==> src/rtl/core_ctrl_pkg.sv <==
// Shared types and default sizing for the run controller.
package core_ctrl_pkg;

    localparam int DEF_CNT_W   = 16;
    localparam int DEF_MAX_OUT = 4;
    localparam int DEF_OUT_W   = 3;

    typedef enum logic [1:0] {
        ST_IDLE,
        ST_ISSUE,
        ST_DRAIN,
        ST_DONE
    } run_state_e;

endpackage

==> src/rtl/run_outstanding_cnt.sv <==
// In-flight operation counter: +1 per accepted op, -1 per completion,
// with a cap flag and a sticky underflow error.
module run_outstanding_cnt
    import core_ctrl_pkg::*;
#(
    parameter int OUT_W   = DEF_OUT_W,
    parameter int MAX_OUT = DEF_MAX_OUT
) (
    input  logic             clk,
    input  logic             rst,
    input  logic             i_inc,
    input  logic             i_dec,
    input  logic             i_clr_err,
    output logic [OUT_W-1:0] o_cnt,
    output logic             o_cap,
    output logic             o_dec_ok,
    output logic             o_err
);

    logic [OUT_W-1:0] r_cnt;
    logic             r_err;
    logic             w_dec_ok;

    // A completion in the same cycle as its own accept (zero-latency
    // datapath) is legal; only a completion with nothing in flight is stray.
    assign w_dec_ok = i_dec && ((r_cnt != '0) || i_inc);

    always_ff @(posedge clk) begin
        if (rst) begin
            r_cnt <= '0;
            r_err <= 1'b0;
        end else begin
            case ({i_inc, w_dec_ok})
                2'b10:   r_cnt <= r_cnt + 1'b1;
                2'b01:   r_cnt <= r_cnt - 1'b1;
                default: r_cnt <= r_cnt;
            endcase
            if (i_dec && !w_dec_ok)
                r_err <= 1'b1;
            else if (i_clr_err)
                r_err <= 1'b0;
        end
    end

    assign o_cnt    = r_cnt;
    assign o_cap    = (r_cnt >= OUT_W'(MAX_OUT));
    assign o_dec_ok = w_dec_ok;
    assign o_err    = r_err;

endmodule

==> src/rtl/core_run_ctrl.sv <==
// Run sequencer: issues N ops over valid/ready with an in-flight cap,
// counts completions and pulses done when the last one returns.
module core_run_ctrl
    import core_ctrl_pkg::*;
#(
    parameter int CNT_W   = DEF_CNT_W,
    parameter int MAX_OUT = DEF_MAX_OUT,
    parameter int OUT_W   = DEF_OUT_W
) (
    input  logic             clk,
    input  logic             rst,
    input  logic             start_i,
    input  logic [CNT_W-1:0] num_ops_i,
    output logic             op_valid_o,
    input  logic             op_ready_i,
    output logic [CNT_W-1:0] op_idx_o,
    input  logic             resp_valid_i,
    output logic             idle_o,
    output logic             done_o,
    output logic             err_o,
    output logic [OUT_W-1:0] outstanding_o
);

    run_state_e       r_state;
    logic [CNT_W-1:0] r_num;
    logic [CNT_W-1:0] r_issue_cnt;
    logic [CNT_W-1:0] r_cmp_cnt;

    logic w_cap, w_xfer, w_cmp, w_start_ok;
    logic w_last_issue, w_last_cmp;

    assign w_start_ok   = (r_state == ST_IDLE) && start_i;
    // Cap comes from the registered count, so valid cannot drop mid-handshake.
    assign op_valid_o   = (r_state == ST_ISSUE) && !w_cap;
    assign w_xfer       = op_valid_o && op_ready_i;
    assign w_last_issue = w_xfer && (r_issue_cnt == r_num - 1'b1);
    assign w_last_cmp   = w_cmp && (r_cmp_cnt == r_num - 1'b1);

    run_outstanding_cnt #(
        .OUT_W   (OUT_W),
        .MAX_OUT (MAX_OUT)
    ) u_out_cnt (
        .clk       (clk),
        .rst       (rst),
        .i_inc     (w_xfer),
        .i_dec     (resp_valid_i),
        .i_clr_err (w_start_ok),
        .o_cnt     (outstanding_o),
        .o_cap     (w_cap),
        .o_dec_ok  (w_cmp),
        .o_err     (err_o)
    );

    always_ff @(posedge clk) begin
        if (rst) begin
            r_state     <= ST_IDLE;
            r_num       <= '0;
            r_issue_cnt <= '0;
            r_cmp_cnt   <= '0;
        end else begin
            if (w_xfer) r_issue_cnt <= r_issue_cnt + 1'b1;
            if (w_cmp)  r_cmp_cnt   <= r_cmp_cnt + 1'b1;
            case (r_state)
                ST_IDLE: begin
                    if (start_i) begin
                        if (num_ops_i != '0) begin
                            r_num       <= num_ops_i;
                            r_issue_cnt <= '0;
                            r_cmp_cnt   <= '0;
                            r_state     <= ST_ISSUE;
                        end else begin
                            r_state <= ST_DONE;
                        end
                    end
                end
                ST_ISSUE: begin
                    if (w_last_issue)
                        r_state <= w_last_cmp ? ST_DONE : ST_DRAIN;
                end
                ST_DRAIN: begin
                    if (w_last_cmp) r_state <= ST_DONE;
                end
                default: r_state <= ST_IDLE;
            endcase
        end
    end

    assign idle_o   = (r_state == ST_IDLE);
    assign done_o   = (r_state == ST_DONE);
    assign op_idx_o = r_issue_cnt;

endmodule
==> config.mk <==
export PLATFORM = sky130hd
export DESIGN_NAME = core_run_ctrl
export DESIGN_NICKNAME = d
export VERILOG_FILES = /design/src/rtl/core_ctrl_pkg.sv /design/src/rtl/run_outstanding_cnt.sv /design/src/rtl/core_run_ctrl.sv
export SDC_FILE = /design/constraint.sdc
export NUM_CORES = 1
export LEC_CHECK = 0
export CORE_MARGIN = 10
export CORE_UTILIZATION = 60
export CTS_CLUSTER_DIAMETER = 40
export DETAILED_ROUTE_END_ITERATION = 7
export PLACE_DENSITY = 0.87
export SLEW_MARGIN = 5
export SYNTH_ARGS = -nofsm -noshare
export SYNTH_HDL_FRONTEND = slang
export SYNTH_HIERARCHICAL = 1
export SYNTH_SLANG_ARGS = --single-unit
==> constraint.sdc <==
create_clock -name clk -period 5.9 [get_ports clk]
set_clock_uncertainty 0.05 [all_clocks]
set_input_delay 1.77 -clock clk [delete_from_list [all_inputs] [get_ports clk]]
set_output_delay 1.77 -clock clk [all_outputs]
set_load 0.03 [all_outputs]
======== Word-level counts from Yosys, hierarchy flattened ========
Index checks and enable logic that the tools add are counted.
storage, ports and cells
  bits in registers ....................... 54
  input port bits ......................... 21
  word-level logic and storage cells ...... 56
  output and inout port bits .............. 23
cells by class
  muxes and demuxes ....................... 17
  add/sub/neg operators ................... 5
  reduce and logical (&&, ||, !) cells .... 17
  $lt $le $gt $ge ......................... 1
  equality and inequality tests ........... 10
operators with widths
  kind                                                                  number
  16-bit two-way mux                                                    8
  16-bit by 1-bit adder with 16-bit output, second input constant       2
  16-bit == test                                                        2
  16-bit nonzero test                                                   1
  16-bit by 1-bit subtractor with 16-bit output, second input constant  1
  2-bit two-way mux                                                     4
  1-bit logical AND                                                     7
  2-bit == test, second input constant                                  3
  2-bit != test, second input constant                                  3
  2-bit one-hot mux with 3 select lines                                 1
  3-bit one-hot mux with 2 select lines                                 1
  3-bit AND reduction                                                   2
  2-bit by 1-bit == test with 1-bit output, second input constant       2
  2-bit nonzero test                                                    2
  3-bit by 1-bit adder with 3-bit output, second input constant         1
  3-bit greater-or-equal comparator, second input constant              1
  1-bit two-way mux                                                     3
  3-bit nonzero test                                                    1
  3-bit by 1-bit subtractor with 3-bit output, second input constant    1
  1-bit logical NOT                                                     2
  2-bit logical NOT                                                     1
  1-bit logical OR                                                      1

======== Depth between registers and ports, before layout ========
Gate-level depths: netlist of run 1.
  depth after elaboration ................. 10
  gate-level depth with buffers ........... 13
  mapped depth without buffers ............ 11

======== Hierarchy ========
Netlist of run 1, hierarchy kept.
modules (own cells, without submodules)
  module               instances  sequential area each (um^2)  cells an instance  area each (um^2)
  core_run_ctrl        1          1,001.0                      405                3,283.1
  run_outstanding_cnt  1          80.1                         25                 209.0

======== Worst setup path after synthesis of run 1 ========
No wires, ideal clock.
  kind .................................... input -> register
  start point ............................. input op_ready_i
  end point ............................... register r_cmp_cnt[13]
  arrival ................................. 3.860 ns
  setup time .............................. 0.071 ns
  path slack .............................. 1.919 ns
  stages on the path ...................... 10
  buffers on the path ..................... 2
  data required time ...................... 5.779 ns
  cell sequence ........................... and3b_1 clkbuf_1 nor4_1 nor2b_1 and3_1 and3_1 clkbuf_1 nand4_1 or3_1 a21oi_1
between the ends
  longest elaborated chain between the ends .. 7
RTL lines
  what                    line                       text
  start: declaration      core_run_ctrl.sv:15        input logic op_ready_i,
  1-bit logical AND *     core_run_ctrl.sv:35        assign w_xfer = op_valid_o && op_ready_i;
  net w_xfer              core_run_ctrl.sv:29        logic w_cap, w_xfer, w_cmp, w_start_ok;
  1-bit logical OR *      run_outstanding_cnt.sv:26  assign w_dec_ok = i_dec && ((r_cnt != '0) || i_inc);
  1-bit logical AND *     run_outstanding_cnt.sv:26
  net w_cmp               core_run_ctrl.sv:29
  16-bit two-way mux *    core_run_ctrl.sv:62        if (w_cmp) r_cmp_cnt <= r_cmp_cnt + 1'b1;
  16-bit two-way mux      core_run_ctrl.sv:66        if (num_ops_i != '0) begin
  16-bit two-way mux      core_run_ctrl.sv:65        if (start_i) begin
  16-bit two-way mux *    core_run_ctrl.sv:63        case (r_state)
  end signal: assignment  core_run_ctrl.sv:62
  end: declaration        core_run_ctrl.sv:27        logic [CNT_W-1:0] r_cmp_cnt;
Mark *: on every way through the listed nets, which the timed path passes. The rest lies on a longest branch.
A chain may end at the register's enable or synchronous reset.

======== Worst setup path after layout of run 1 ========
  start point ............................. input op_ready_i
  end point ............................... register r_cmp_cnt[15]
between the ends
  longest elaborated chain between the ends .. 7
RTL lines
  what                  line
  1-bit logical AND *   core_run_ctrl.sv:35
  1-bit logical OR *    run_outstanding_cnt.sv:26
  1-bit logical AND *   run_outstanding_cnt.sv:26
  net w_cmp             core_run_ctrl.sv:29
  16-bit two-way mux *  core_run_ctrl.sv:62
  16-bit two-way mux    core_run_ctrl.sv:66
  16-bit two-way mux    core_run_ctrl.sv:65
  16-bit two-way mux *  core_run_ctrl.sv:63
Marked as above.

==> flow_summary.ini, run 1 <==
[run_status]
status = finished, violations left
violations = design-rule violations

[yosys]
synth-adder-area-share_pct = 3.440
combinational_family_with_the_most_area_after_synthesis = simple AND/OR/NAND/NOR gates
netlist_top_cells_area = sky130_fd_sc_hd__dfxtp_1, sky130_fd_sc_hd__xor2_1, sky130_fd_sc_hd__nor2_1
yosys.area_share.simple_pct = 26.51
synth_seq_area_share_pct = 30.96
async_sr_flop_fraction_pct = 0
post-synth-top-area-cell = sky130_fd_sc_hd__dfxtp_1
synth_cells = 430
synth_top_flop_cell = sky130_fd_sc_hd__dfxtp_1
avgSynthCellArea_sq_um = 8.121
yosys_register_bits = 54
synthesis.area_sq_um = 3492
synth_mux_area_share_pct = 4.300
synth.lib_cells_used.distinct = 54
synthXorXnorAreaFrac_pct = 15.87
synth_enable_flop_cells = 0
syn-num-nets = 460
synth-warning-count = 6
synth_top_area_share_pct = 30.96
synth-compound-area-share_pct = 13.19

[min_path]
timing.hold.worst_path_depth = 2
worst_hold_path_type = reg -> reg
hold_path_startpoint = r_state[1]
min_to = r_state[1]

[global_routing]
grt_overflow_total = 0
maximum_number_of_pins_on_one_net_before_global_route_repair = 33
antenna_found_initial = 0
grt_pass1_wl_um = 14640
global_route_total_usage_across_every_layer_pct = 19.72
first_global_vias = 3025

[sta]
finalSetupViolCount = 0
maxSlewHeadroom_pct = 38.00
maxSlewViolCount = 0
timing_hold_violations_final = 0
tightest_slew_ns = 0.9215
rsz0062_at_grt = false
totalNegativeSetupSlack_ns = 0
layout_setup_ws_ns = 1.539
clock.fmax_mhz = 229.3
finalWorstPathRequiredPeriod_ns = 4.361
finalCritPeriodShare_pct = 73.91

[finish]
drive_above_1_share_pct = 4.867
antenna_cells_inserted = 0
postLayoutCellArea_sq_um = 4030
multi_input_area_sq_um = 2211
number_of_filler_instances_in_the_final_layout = 425
layout.nets = 481
sequential_cell_area_sq_um = 1081
utilization_pct = 72.30
synthToLayoutAreaGrowth_pct = 15.41

[setup_path]
start_kind = primary input
worstPathArrival_ns = 4.50
worstRegToRegCells = 9
max_fanout_on_critical_path = 8
worst_r2r_endpoint = r_state[0]
critPathRequiredTime_ns = 6.04
r2r-start = r_num[0]
critical_path_class = in -> reg
cp-end-kind = register
regToRegSetupSlack_ns = 2.56

[job]
max_cap_viol_count = 0

[power]
combPwrFrac_pct = 45.7
seqPwrFrac_pct = 33.1
powerDensity_nw_per_um2 = 360.1
p_switching_uw = 580.5
static-leakage-power_uw = 0.001471
power.clock.fraction_pct = 21.1
max_ir_drop_vdd_v = 0.0003091
p_int_uw = 870.6
power_switching_share_pct = 40.00

[cts]
cts.hold.buffers_added = 0
cts_tree = done
clock_pin_slew_on_the_worst_setup_and_hold_paths_ns = 0.10
clkSinkCount = 54
ctsLongestPathBuffers = 2
clock-root-buffer = sky130_fd_sc_hd__clkbuf_8
post_cts_setup_repair_buffer_count = 0
htree_levels = 2
cts_repair_resize_count = 0
cts_made_buffers = 5
worstSkewPairLatency_ns = 0.32

[routing]
totalWireLength_um = 9057
route.detailed.vias_per_inst = 6.149
route.vias.total = 3222
ant_nets = 0
route.detailed.drc = 2
wire_per_inst_um = 17.28
drtIter0Drc = 261
drtPass1Iterations = 7

[die]
floorplan.core_area_sq_um = 5574
dieHeight_um = 96.29
design.portCount = 44
chipWidth_um = 96.29
floorplan.die_area_sq_um = 9272
std_cell_rows = 27
starting_density_pct = 62.65

[placement]
placement.setup.worst_slack_ns = 1.238
numPortBuffers = 43
gp_routability_congestion = 0.9309
post-dp-hpwl_um = 6750
dpl-instance-area_sq_um = 3887
[how the worst max path moves through the flow]
stage               startpoint            end  slack, ns  depth (start not counted)
finish              op_ready_i  r_cmp_cnt[15]       1.54                         10
global route        op_ready_i   r_cmp_cnt[9]       1.30                          9
CTS                 op_ready_i  r_cmp_cnt[15]       1.57                         10
detailed placement  op_ready_i  r_cmp_cnt[15]       1.24                         10
global placement    op_ready_i  r_cmp_cnt[13]       1.40                          9
floorplan           op_ready_i  r_cmp_cnt[13]       1.92                         10
[cell usage after synthesis, types with 2 or more instances]
cell,n
sky130_fd_sc_hd__nor2_1,64
sky130_fd_sc_hd__dfxtp_1,54
sky130_fd_sc_hd__xor2_1,33
sky130_fd_sc_hd__a21oi_1,25
sky130_fd_sc_hd__xnor2_1,25
sky130_fd_sc_hd__clkbuf_1,21
sky130_fd_sc_hd__nand2_1,18
sky130_fd_sc_hd__inv_1,16
sky130_fd_sc_hd__o21ai_0,16
sky130_fd_sc_hd__mux2i_1,15
sky130_fd_sc_hd__nand4_1,14
sky130_fd_sc_hd__nor4_1,13
sky130_fd_sc_hd__and3_1,10
sky130_fd_sc_hd__or3_1,10
sky130_fd_sc_hd__nand3_1,9
sky130_fd_sc_hd__ha_1,8
sky130_fd_sc_hd__nand2b_1,8
sky130_fd_sc_hd__buf_2,7
sky130_fd_sc_hd__or4_1,5
sky130_fd_sc_hd__a211oi_1,4
sky130_fd_sc_hd__nor3_1,4
sky130_fd_sc_hd__a311oi_1,3
sky130_fd_sc_hd__a31oi_1,3
sky130_fd_sc_hd__nor2b_1,3
sky130_fd_sc_hd__o2111ai_1,3
sky130_fd_sc_hd__o211ai_1,3
sky130_fd_sc_hd__or2_2,3
sky130_fd_sc_hd__and2_1,2
sky130_fd_sc_hd__and4_1,2
sky130_fd_sc_hd__buf_6,2
sky130_fd_sc_hd__nor3b_1,2
sky130_fd_sc_hd__o31ai_1,2
sky130_fd_sc_hd__or4_4,2
[cell type report]
cell class                 count  share of cell area (%)
clock inverter                 2                   1.490
sequential                    54                   26.82
tap                           72                   2.235
clock buffer                   6                   2.049
timing repair buffer          45                   11.05
inverter                      16                   1.490
multi-input combinational    329                   54.86
[power groups by stage]
stage | sequential [uW] | combinational, uW | clock, uW
6_report | 481 | 664 | 307
5_1_grt | 486 | 724 | 320
4_1_cts | 477 | 659 | 306
2_1_floorplan | 467 | 521 | 0
3_3_place_gp | 482 | 630 | 0
3_5_place_dp | 485 | 649 | 0
[placed cells by master, fill, tap and decap left out, types with 2 or more instances in the layout]
cell type and instances:
sky130_fd_sc_hd__nor2_1 64, sky130_fd_sc_hd__dfxtp_1 54, sky130_fd_sc_hd__clkdlybuf4s50_1 43, sky130_fd_sc_hd__xor2_1 33, sky130_fd_sc_hd__a21oi_1 25, sky130_fd_sc_hd__xnor2_1 25, sky130_fd_sc_hd__nand2_1 18, sky130_fd_sc_hd__inv_1 16
sky130_fd_sc_hd__o21ai_0 16, sky130_fd_sc_hd__mux2i_1 15, sky130_fd_sc_hd__nand4_1 14, sky130_fd_sc_hd__nor4_1 13, sky130_fd_sc_hd__or3_1 10, sky130_fd_sc_hd__and3_1 10, sky130_fd_sc_hd__nand3_1 9, sky130_fd_sc_hd__nand2b_1 8
sky130_fd_sc_hd__ha_1 8, sky130_fd_sc_hd__clkbuf_8 6, sky130_fd_sc_hd__or4_1 5, sky130_fd_sc_hd__a211oi_1 4, sky130_fd_sc_hd__nor3_1 4, sky130_fd_sc_hd__nor2b_1 3, sky130_fd_sc_hd__o211ai_1 3, sky130_fd_sc_hd__or2_2 3
sky130_fd_sc_hd__a31oi_1 3, sky130_fd_sc_hd__o2111ai_1 3, sky130_fd_sc_hd__a311oi_1 3, sky130_fd_sc_hd__and2_1 2, sky130_fd_sc_hd__or4_4 2, sky130_fd_sc_hd__nor3b_1 2, sky130_fd_sc_hd__o31ai_1 2, sky130_fd_sc_hd__and4_1 2
sky130_fd_sc_hd__bufinv_16 2, sky130_fd_sc_hd__buf_4 2
[registers in the layout, indices dropped and copies added (netlist names)]
name	cells
u_out_cnt/o_err	1
op_idx_o	16
r_state	2
r_cmp_cnt	16
r_num	16
u_out_cnt/o_cnt	3
[worst max-delay path, cell delays in order]
cell                              delay, ns
sky130_fd_sc_hd__clkdlybuf4s50_1       0.46
sky130_fd_sc_hd__and3b_1               0.37
sky130_fd_sc_hd__nor4_1                0.11
sky130_fd_sc_hd__nor2b_1               0.45
sky130_fd_sc_hd__and3_1                0.27
sky130_fd_sc_hd__and3_1                0.28
sky130_fd_sc_hd__nand4_1               0.29
sky130_fd_sc_hd__nor3_1                0.28
sky130_fd_sc_hd__xnor2_1               0.16
sky130_fd_sc_hd__nor2_1                0.05
[through the flow]
stage | std cells | hold WS (ns) | power [uW]
after floorplan | 430 | 0.4299 | 988.3
after global placement | 516 | 0.4500 | 1112
after detailed placement | 516 | 0.4603 | 1134
after CTS | 524 | 0.4741 | 1442
after global routing | 524 | 0.5165 | 1531
final | 524 | 0.4769 | 1451
[per-layer routing]
layer  global-route usage, %  share of wire, %  vias to the layer above
li1                        -                 -                     1547
met1                   24.86                43                     1515
met2                   32.85                48                      141
met3                   4.981               7.7                       19
met4                   4.964               1.6                        0
met5                       0                 0                        -
[cell families after synthesis]
| group | Yosys count |
|---|---|
| and+or+nand+nor | 175 |
| DFF | 54 |
| buffers and inverters | 47 |
| AOI/OAI and AO/OA | 70 |
| muxes | 15 |
| xor gates and xnor gates | 60 |
| adders and majority gates | 9 |
No activity file was read; power rests on OpenSTA's default activity.
==> inputs of run 2 (changes only) <==
- CORE_UTILIZATION: 60 -> 51
- PLACE_DENSITY: 0.87 -> 0.79
- clock period: 5.9 -> 3.89 ns (I/O delays scaled with it)
==> flow_summary.ini, run 2 (synthesis gave the netlist of run 1 again) <==
[run_status]
status = completed

[routing]
route.vias.total = 3102
totalWireLength_um = 8667
drtIter0Drc = 256
ant_nets = 0
wire_per_inst_um = 16.20
route.detailed.drc = 0
route.detailed.vias_per_inst = 5.798
drtPass1Iterations = 4

[global_routing]
first_global_vias = 2943
grt_pass1_wl_um = 14280
antenna_found_initial = 0
maximum_number_of_pins_on_one_net_before_global_route_repair = 33
global_route_total_usage_across_every_layer_pct = 16.74
grt_overflow_total = 0

[die]
starting_density_pct = 51.97
chipWidth_um = 102.8
dieHeight_um = 102.8
std_cell_rows = 30
design.portCount = 44
floorplan.die_area_sq_um = 10560
floorplan.core_area_sq_um = 6719

[sta]
finalWorstPathRequiredPeriod_ns = 3.285
finalSetupViolCount = 0
maxSlewViolCount = 0
finalCritPeriodShare_pct = 84.46
totalNegativeSetupSlack_ns = 0
layout_setup_ws_ns = 0.6046
timing_hold_violations_final = 0
clock.fmax_mhz = 304.4
tightest_slew_ns = 0.7808
rsz0062_at_grt = false
maxSlewHeadroom_pct = 47.83

[power]
powerDensity_nw_per_um2 = 518.3
p_int_uw = 1206
combPwrFrac_pct = 49.0
static-leakage-power_uw = 0.001462
power_switching_share_pct = 42.05
p_total_uw = 2081
power.clock.fraction_pct = 16.2
seqPwrFrac_pct = 34.8
max_ir_drop_vdd_v = 0.0003809
p_switching_uw = 875.0

[cts]
cts_made_buffers = 5
cts_repair_resize_count = 0
post_cts_setup_repair_buffer_count = 0
clkSinkCount = 54
htree_levels = 2
cts_tree = done
clock_pin_slew_on_the_worst_setup_and_hold_paths_ns = 0.10
worstSkewPairLatency_ns = 0.32
clock-root-buffer = sky130_fd_sc_hd__clkbuf_8
ctsLongestPathBuffers = 2
cts.hold.buffers_added = 0

[placement]
numPortBuffers = 43
gp_routability_congestion = 0.9084
dpl-instance-area_sq_um = 3920
placement.setup.worst_slack_ns = 0.3578
post-dp-hpwl_um = 6510
place_inst = 527

[finish]
postLayoutCellArea_sq_um = 4015
final_common_cell = sky130_fd_sc_hd__nor2_1
synthToLayoutAreaGrowth_pct = 14.98
final_cell_count_no_fill = 535
layout.nets = 484
drive_above_1_share_pct = 5.495
antenna_cells_inserted = 0
final_cell_mix = sky130_fd_sc_hd__nor2_1, sky130_fd_sc_hd__dfxtp_1, sky130_fd_sc_hd__clkdlybuf4s50_1

[setup_path]
cp-end-kind = register
critPathRequiredTime_ns = 4.10
regToRegSetupSlack_ns = 0.60
crit_path_start = r_num[0]
worst_setup_path_endpoint = r_state[0]
r2r-start = r_num[0]
worstPathArrival_ns = 3.49
critical_path_class = reg -> reg
max_fanout_on_critical_path = 10
worstRegToRegCells = 9
worst_r2r_endpoint = r_state[0]
start_kind = register

[job]
max_cap_viol_count = 0

[min_path]
timing.hold.worst_path_depth = 2
worst_hold_path_type = reg -> reg
-- run 2: cell count changes in the layout (fill, tap and decap cells not counted), sizes merged --
cell / previous run / this run
buf: 2 / 5
bufinv: 2 / 0
clkinv: 0 / 1
clkinvlp: 0 / 1
-- run 2: cell type report --
type	instances	area (sq um)
fillers	614	2704
multi-input cells	329	2211
flip-flops and latches	54	1081
repair buffers	48	467.9
well taps	80	100.1
clock buffers	6	82.58
inverters	16	60.06
clock inverters	2	12.51
-- run 2: how the worst min path moves through the flow --
stage	startpoint	endpoint	slack, ns
after floorplan	r_cmp_cnt[11]	r_cmp_cnt[11]	0.43
after global placement	r_state[1]	r_state[1]	0.45
after detailed placement	r_state[1]	r_state[1]	0.46
after CTS	r_state[1]	r_state[1]	0.47
after global routing	r_state[1]	r_state[1]	0.51
final	r_state[1]	r_state[1]	0.47
-- run 2: power by group through the flow --
stage               sequential [uW]  combinational, uW  clock (uW)
floorplan                       709                790           0
global placement                732                991           0
detailed placement              732               1010           0
CTS                             720               1020         349
global route                    734               1120         367
finish                          724               1020         338
-- run 2: critical path, stage by stage, from the launching register on --
cell and delay, ns:
sky130_fd_sc_hd__dfxtp_1 0.39, sky130_fd_sc_hd__inv_1 0.11, sky130_fd_sc_hd__ha_1 0.30, sky130_fd_sc_hd__or3b_1 0.55, sky130_fd_sc_hd__or4_4 0.56, sky130_fd_sc_hd__xnor2_1 0.14
sky130_fd_sc_hd__or4_1 0.50, sky130_fd_sc_hd__nor4_2 0.26, sky130_fd_sc_hd__o21a_2 0.20, sky130_fd_sc_hd__mux2i_1 0.17
-- run 2: routing by layer --
metal  vias to the layer above  GRT usage [%]  part of all wire (%)
met2                       102          26.40                    44
li1                       1552              -                     -
met1                      1439          21.94                    47
met4                         0          5.134                   1.4
met5                         -              0                     0
met3                         9          4.223                   7.2
-- run 2: per-stage QoR --
stage               hold WS (ns)  utilization (%)
floorplan                 0.4299                -
detailed placement        0.4559            58.34
finish                    0.4681            59.76
global route              0.5089            59.76
CTS                       0.4715            59.76
global placement          0.4475            58.34
==> inputs of run 3 (changes only) <==
- CORE_UTILIZATION: 51 -> 56
- PLACE_DENSITY: 0.79 -> 0.82
- clock period: 3.89 -> 3.3 ns (I/O delays scaled with it)
==> flow_summary.ini, run 3 (synthesis gave the netlist of run 1 again) <==
[setup_path]
worstPathArrival_ns = 3.22
regToRegSetupSlack_ns = 0.34
cp-end-kind = register
start_kind = primary input
max_fanout_on_critical_path = 8
critPathRequiredTime_ns = 3.49
critical_path_class = in -> reg

[routing]
wire_per_inst_um = 16.52
ant_nets = 0
route.detailed.vias_per_inst = 5.950
totalWireLength_um = 8939
route.vias.total = 3219
drtPass1Iterations = 5
route.detailed.drc = 0
drtIter0Drc = 290

[power]
max_ir_drop_vdd_v = 0.0004910
static-leakage-power_uw = 0.001525
p_total_uw = 2492
powerDensity_nw_per_um2 = 607.9

[global_routing]
grt_pass1_wl_um = 14970
global_route_total_usage_across_every_layer_pct = 18.03
grt_overflow_total = 0
maximum_number_of_pins_on_one_net_before_global_route_repair = 33
antenna_found_initial = 0
first_global_vias = 3044

[finish]
final_cell_count_no_fill = 541
layout.nets = 495
antenna_cells_inserted = 0
final_common_cell = sky130_fd_sc_hd__nor2_1
utilization_pct = 68.44
synthToLayoutAreaGrowth_pct = 17.41
final_cell_mix = sky130_fd_sc_hd__nor2_1, sky130_fd_sc_hd__dfxtp_1, sky130_fd_sc_hd__clkdlybuf4s50_1
drive_above_1_share_pct = 7.511

[cts]
clock_pin_slew_on_the_worst_setup_and_hold_paths_ns = 0.09
cts_tree = done
clock-root-buffer = sky130_fd_sc_hd__clkbuf_8
worstSkewPairLatency_ns = 0.31
htree_levels = 2
post_cts_setup_repair_buffer_count = 0
ctsLongestPathBuffers = 2
clkSinkCount = 54
cts_made_buffers = 5
cts.hold.buffers_added = 0
cts_repair_resize_count = 0

[sta]
finalCritPeriodShare_pct = 91.57
clock.fmax_mhz = 330.9
finalWorstPathRequiredPeriod_ns = 3.022
maxSlewViolCount = 0
rsz0062_at_grt = false
hold-worst-slack_ns = 0.4799
timing_hold_violations_final = 0
tightest_slew_ns = 0.8801
maxSlewHeadroom_pct = 40.79
finalSetupViolCount = 0

[die]
starting_density_pct = 58.29
floorplan.die_area_sq_um = 9794
chipWidth_um = 98.97
std_cell_rows = 28
dieHeight_um = 98.97
floorplan.core_area_sq_um = 5991
design.portCount = 44

[placement]
gp_routability_congestion = 0.9360
post-dp-hpwl_um = 6805
place_inst = 533
numPortBuffers = 43

[job]
max_cap_viol_count = 0

[min_path]
worst_hold_path_type = reg -> reg

[run_status]
status = completed
run 3: changes by cell type in the layout (fill, tap and decap cells not counted):
cell,change
sky130_fd_sc_hd__clkinvlp_4,-1
sky130_fd_sc_hd__buf_12,+1
sky130_fd_sc_hd__buf_4,+10
sky130_fd_sc_hd__clkbuf_1,+1
run 3: critical path, cell delays in order:
cell                              delay [ns]
sky130_fd_sc_hd__clkdlybuf4s50_1        0.46
sky130_fd_sc_hd__and3b_1                0.18
sky130_fd_sc_hd__nor4_1                 0.06
sky130_fd_sc_hd__nor2b_1                0.16
sky130_fd_sc_hd__buf_4                  0.18
sky130_fd_sc_hd__and3_1                 0.19
sky130_fd_sc_hd__and3_1                 0.18
sky130_fd_sc_hd__nand4_1                0.26
sky130_fd_sc_hd__or3_1                  0.40
sky130_fd_sc_hd__a21oi_1                0.14
run 3: through the flow:
stage / setup TNS (ns) / setup WS (ns) / instance area, sq um
after global routing: 0 / 0.05786 / 4100
after global placement: 0 / 0.08005 / 4009
after floorplan: 0 / 0.09943 / 3492
after CTS: 0 / 0.2886 / 4100
after detailed placement: -0.07619 / -0.02500 / 4009
final: 0 / 0.2783 / 4100
run 3: cell type report:
class	count	area (sq um)
clock buffers	7	86.33
clock inverters	1	5.005
multi-input cells	329	2211
inverters	16	60.06
well taps	75	93.84
fillers	515	1891
flip-flops and latches	54	1081
repair buffers	59	563.0
run 3: final timing paths:
| kind | from | cells past startpoint | to |
|---|---|---|---|
| max | op_ready_i | 10 | r_cmp_cnt[9] |
| min | r_state[1] | 2 | r_state[1] |
| max reg2reg | r_num[1] | 9 | r_state[1] |
| min reg2reg | r_state[1] | 2 | r_state[1] |
run 3: layer usage:
layer  wire length [um]  share of wire [%]  GRT usage [%]
met2               3987                 45          28.01
met5                  0                  0              0
met4                140                1.6          5.072
met3                798                8.9          6.355
met1               4013                 45          22.96
run 3: power breakdown:
group / switching [uW] / total [uW] / internal, uW / leakage (uW)
registers: 108 / 830 / 723 / 0.000438
clock network: 217 / 387 / 170 / 0.0000482
logic: 709 / 1270 / 566 / 0.00104
==> RTL edit, RTL diff (config.mk and constraints of run 2) <==
Re-encode `run_state_e` (4 states) as Gray code, 2 bits wide.
--- a/src/rtl/core_ctrl_pkg.sv
+++ b/src/rtl/core_ctrl_pkg.sv
@@ -8,6 +8,6 @@
     typedef enum logic [1:0] {
-        ST_IDLE,
-        ST_ISSUE,
-        ST_DRAIN,
-        ST_DONE
+        ST_IDLE  = 2'b00,
+        ST_ISSUE = 2'b01,
+        ST_DRAIN = 2'b11,
+        ST_DONE  = 2'b10
     } run_state_e;
Check against the original RTL: no difference found for any inputs over 4 cycles, from zero or initial values and one cycle with rst high; so few cycles prove little.
==> RTL edit against run 2 <==
Worst setup slack got worse by 0.21 ns. Routed wire length decreased by 6.0%. Global-route usage fell by 0.74 points. Via count down 6.6%. Synthesized cell count is 7.2% lower. Cell area is 4.2% lower. Area after synthesis shrank 4.2%. Critical path depth down 3. Hold slack better by 0.030 ns. Sequential cell count stayed put. Largest cell class unchanged.
Power is not compared: it rests on default switching activity, and its combinational part moved more than twofold at a synthesized area within 25%.
==> RTL edit: results (changes against run 2) <==
- Sw Ratio: 0.321
- H-tree Lvls: 2 (unchanged)
- Final GP Congestion: 0.929 (+2.3%)
- Top cells by area, synth: dfxtp_1 32%, xnor2_1 8.6%, xor2_1 8.6%
- CTS resizes: 0 (unchanged)
- Share of layout cells above drive strength 1: 0.0587 (+0.00374)
- Cells after DPL: 495 (-6.1%)
- M1 GR Usage: 0.206 (-0.0137)
- Cells after Synth: 399 (-7.2%)
- Net count reported at finish: 451 (-6.8%)
- Hold Worst Slack: 0.499 ns (+0.0305 ns)
- First DRT Iteration DRCs: 243 (-5.1%)
- Met2 Use GR: 0.259 (-0.00452)
- Worst r2r dst: r_state[0]
- Routed WL: 8.15 mm (-6.0%)
- Yosys cell types: 56 (+3.7%)
- FMAX: 286 MHz (-6.0%)
- Num CTS Buffers: 5 (unchanged)
- Post-synthesis net count: 425 (-7.6%)
- Worst setup path endpoint: op_idx_o[13]
- Fillers: 565 (-8.0%)
- Sequential fraction of the synthesis area: 0.323 (+0.0137)
- Worst slack, placed: -0.0108 ns (-0.369 ns)
- Internal: 0.000967 W
- Crit path launch: num_ops_i[1]
- Synth cell count leaders: 65 x nor2_1, 54 x dfxtp_1, 33 x xnor2_1, 33 x xor2_1, 21 x nand2_1
- Number of global-route vias before repair: 2,789 (-5.2%)
- WP data arrival: 3.62 ns (+0.13 ns)
- First-pass GRT wire length: 13.5 mm (-5.1%)
- Fin cells: 503 (-6.0%)
- Pin count of the biggest net entering global routing: 33 (unchanged)
- Status: complete, no violations
- Crit-path max FO: 32 (+22)
- Most common cell after layout, fill and taps aside: nor2_1
- Later-pin clock latency in the skew report: 0.31 ns
- Slowest cell on crit path: nor2b_2
- Final Slew Violations: 0 (unchanged)
- DP HPWL: 6.13 mm (-5.9%)
- Placed cell areas: 0.00373 sq mm (-4.8%)
- Hold Path Sink: u_out_cnt/o_cnt[2]
- R2R cell count: 7 (-2)
- Launching point of the worst reg2reg path: r_num[4]
- Setup bufs post-CTS: 0 (unchanged)
- HP Start: u_out_cnt/o_cnt[2]
- Met3 usage: 0.0391 (-0.00313)
- Total Routing Usage GR: 0.160 (-0.00735)
- Worst Tran Pin Value: 1.10 ns (+0.319 ns)
- DR vias/cell: 5.76 (-0.63%)
- Slowest stage delay, CP: 0.86 ns (+0.30 ns)
- First-pass DRT Iterations: 6 (+2)
-- RTL edit: cell types whose count changed after synthesis, sizes merged, moves of 6 or more --
cell	change
o21ai	-6
nand4	-8
xnor2	+8
nand2b	-7
a21oi	-13
nor3	+7
-- RTL edit: cells by family (layout without fill, tap and decap cells) --
group,Yosys count,count (layout),synth area share
flops,54,54,0.323
fa+ha+maj,5,5,0.0210
mux,19,19,0.0569
xor+xnor,67,67,0.180
buf+inv,40,67,0.0662
simple gates,170,170,0.267
compound gates,44,44,0.0864
-- RTL edit: metal layers --
layer	vias up	part of all wire	wire [um]
met5	-	0	0
met4	0	0.017	138
met3	21	0.065	526
met2	96	0.46	3740
met1	1349	0.46	3750
li1	1432	-	-
-- RTL edit: area by class of cell --
type,count,area [sq um],area share
Multi-Input combinational cell,305,2050,0.533
Tap cell,77,96.3,0.0250
Clock inverter,3,40.0,0.0104
Timing Repair Buffer,48,468,0.122
Clock buffer,5,68.8,0.0179
Inverter,11,41.3,0.0107
Sequential cell,54,1080,0.281
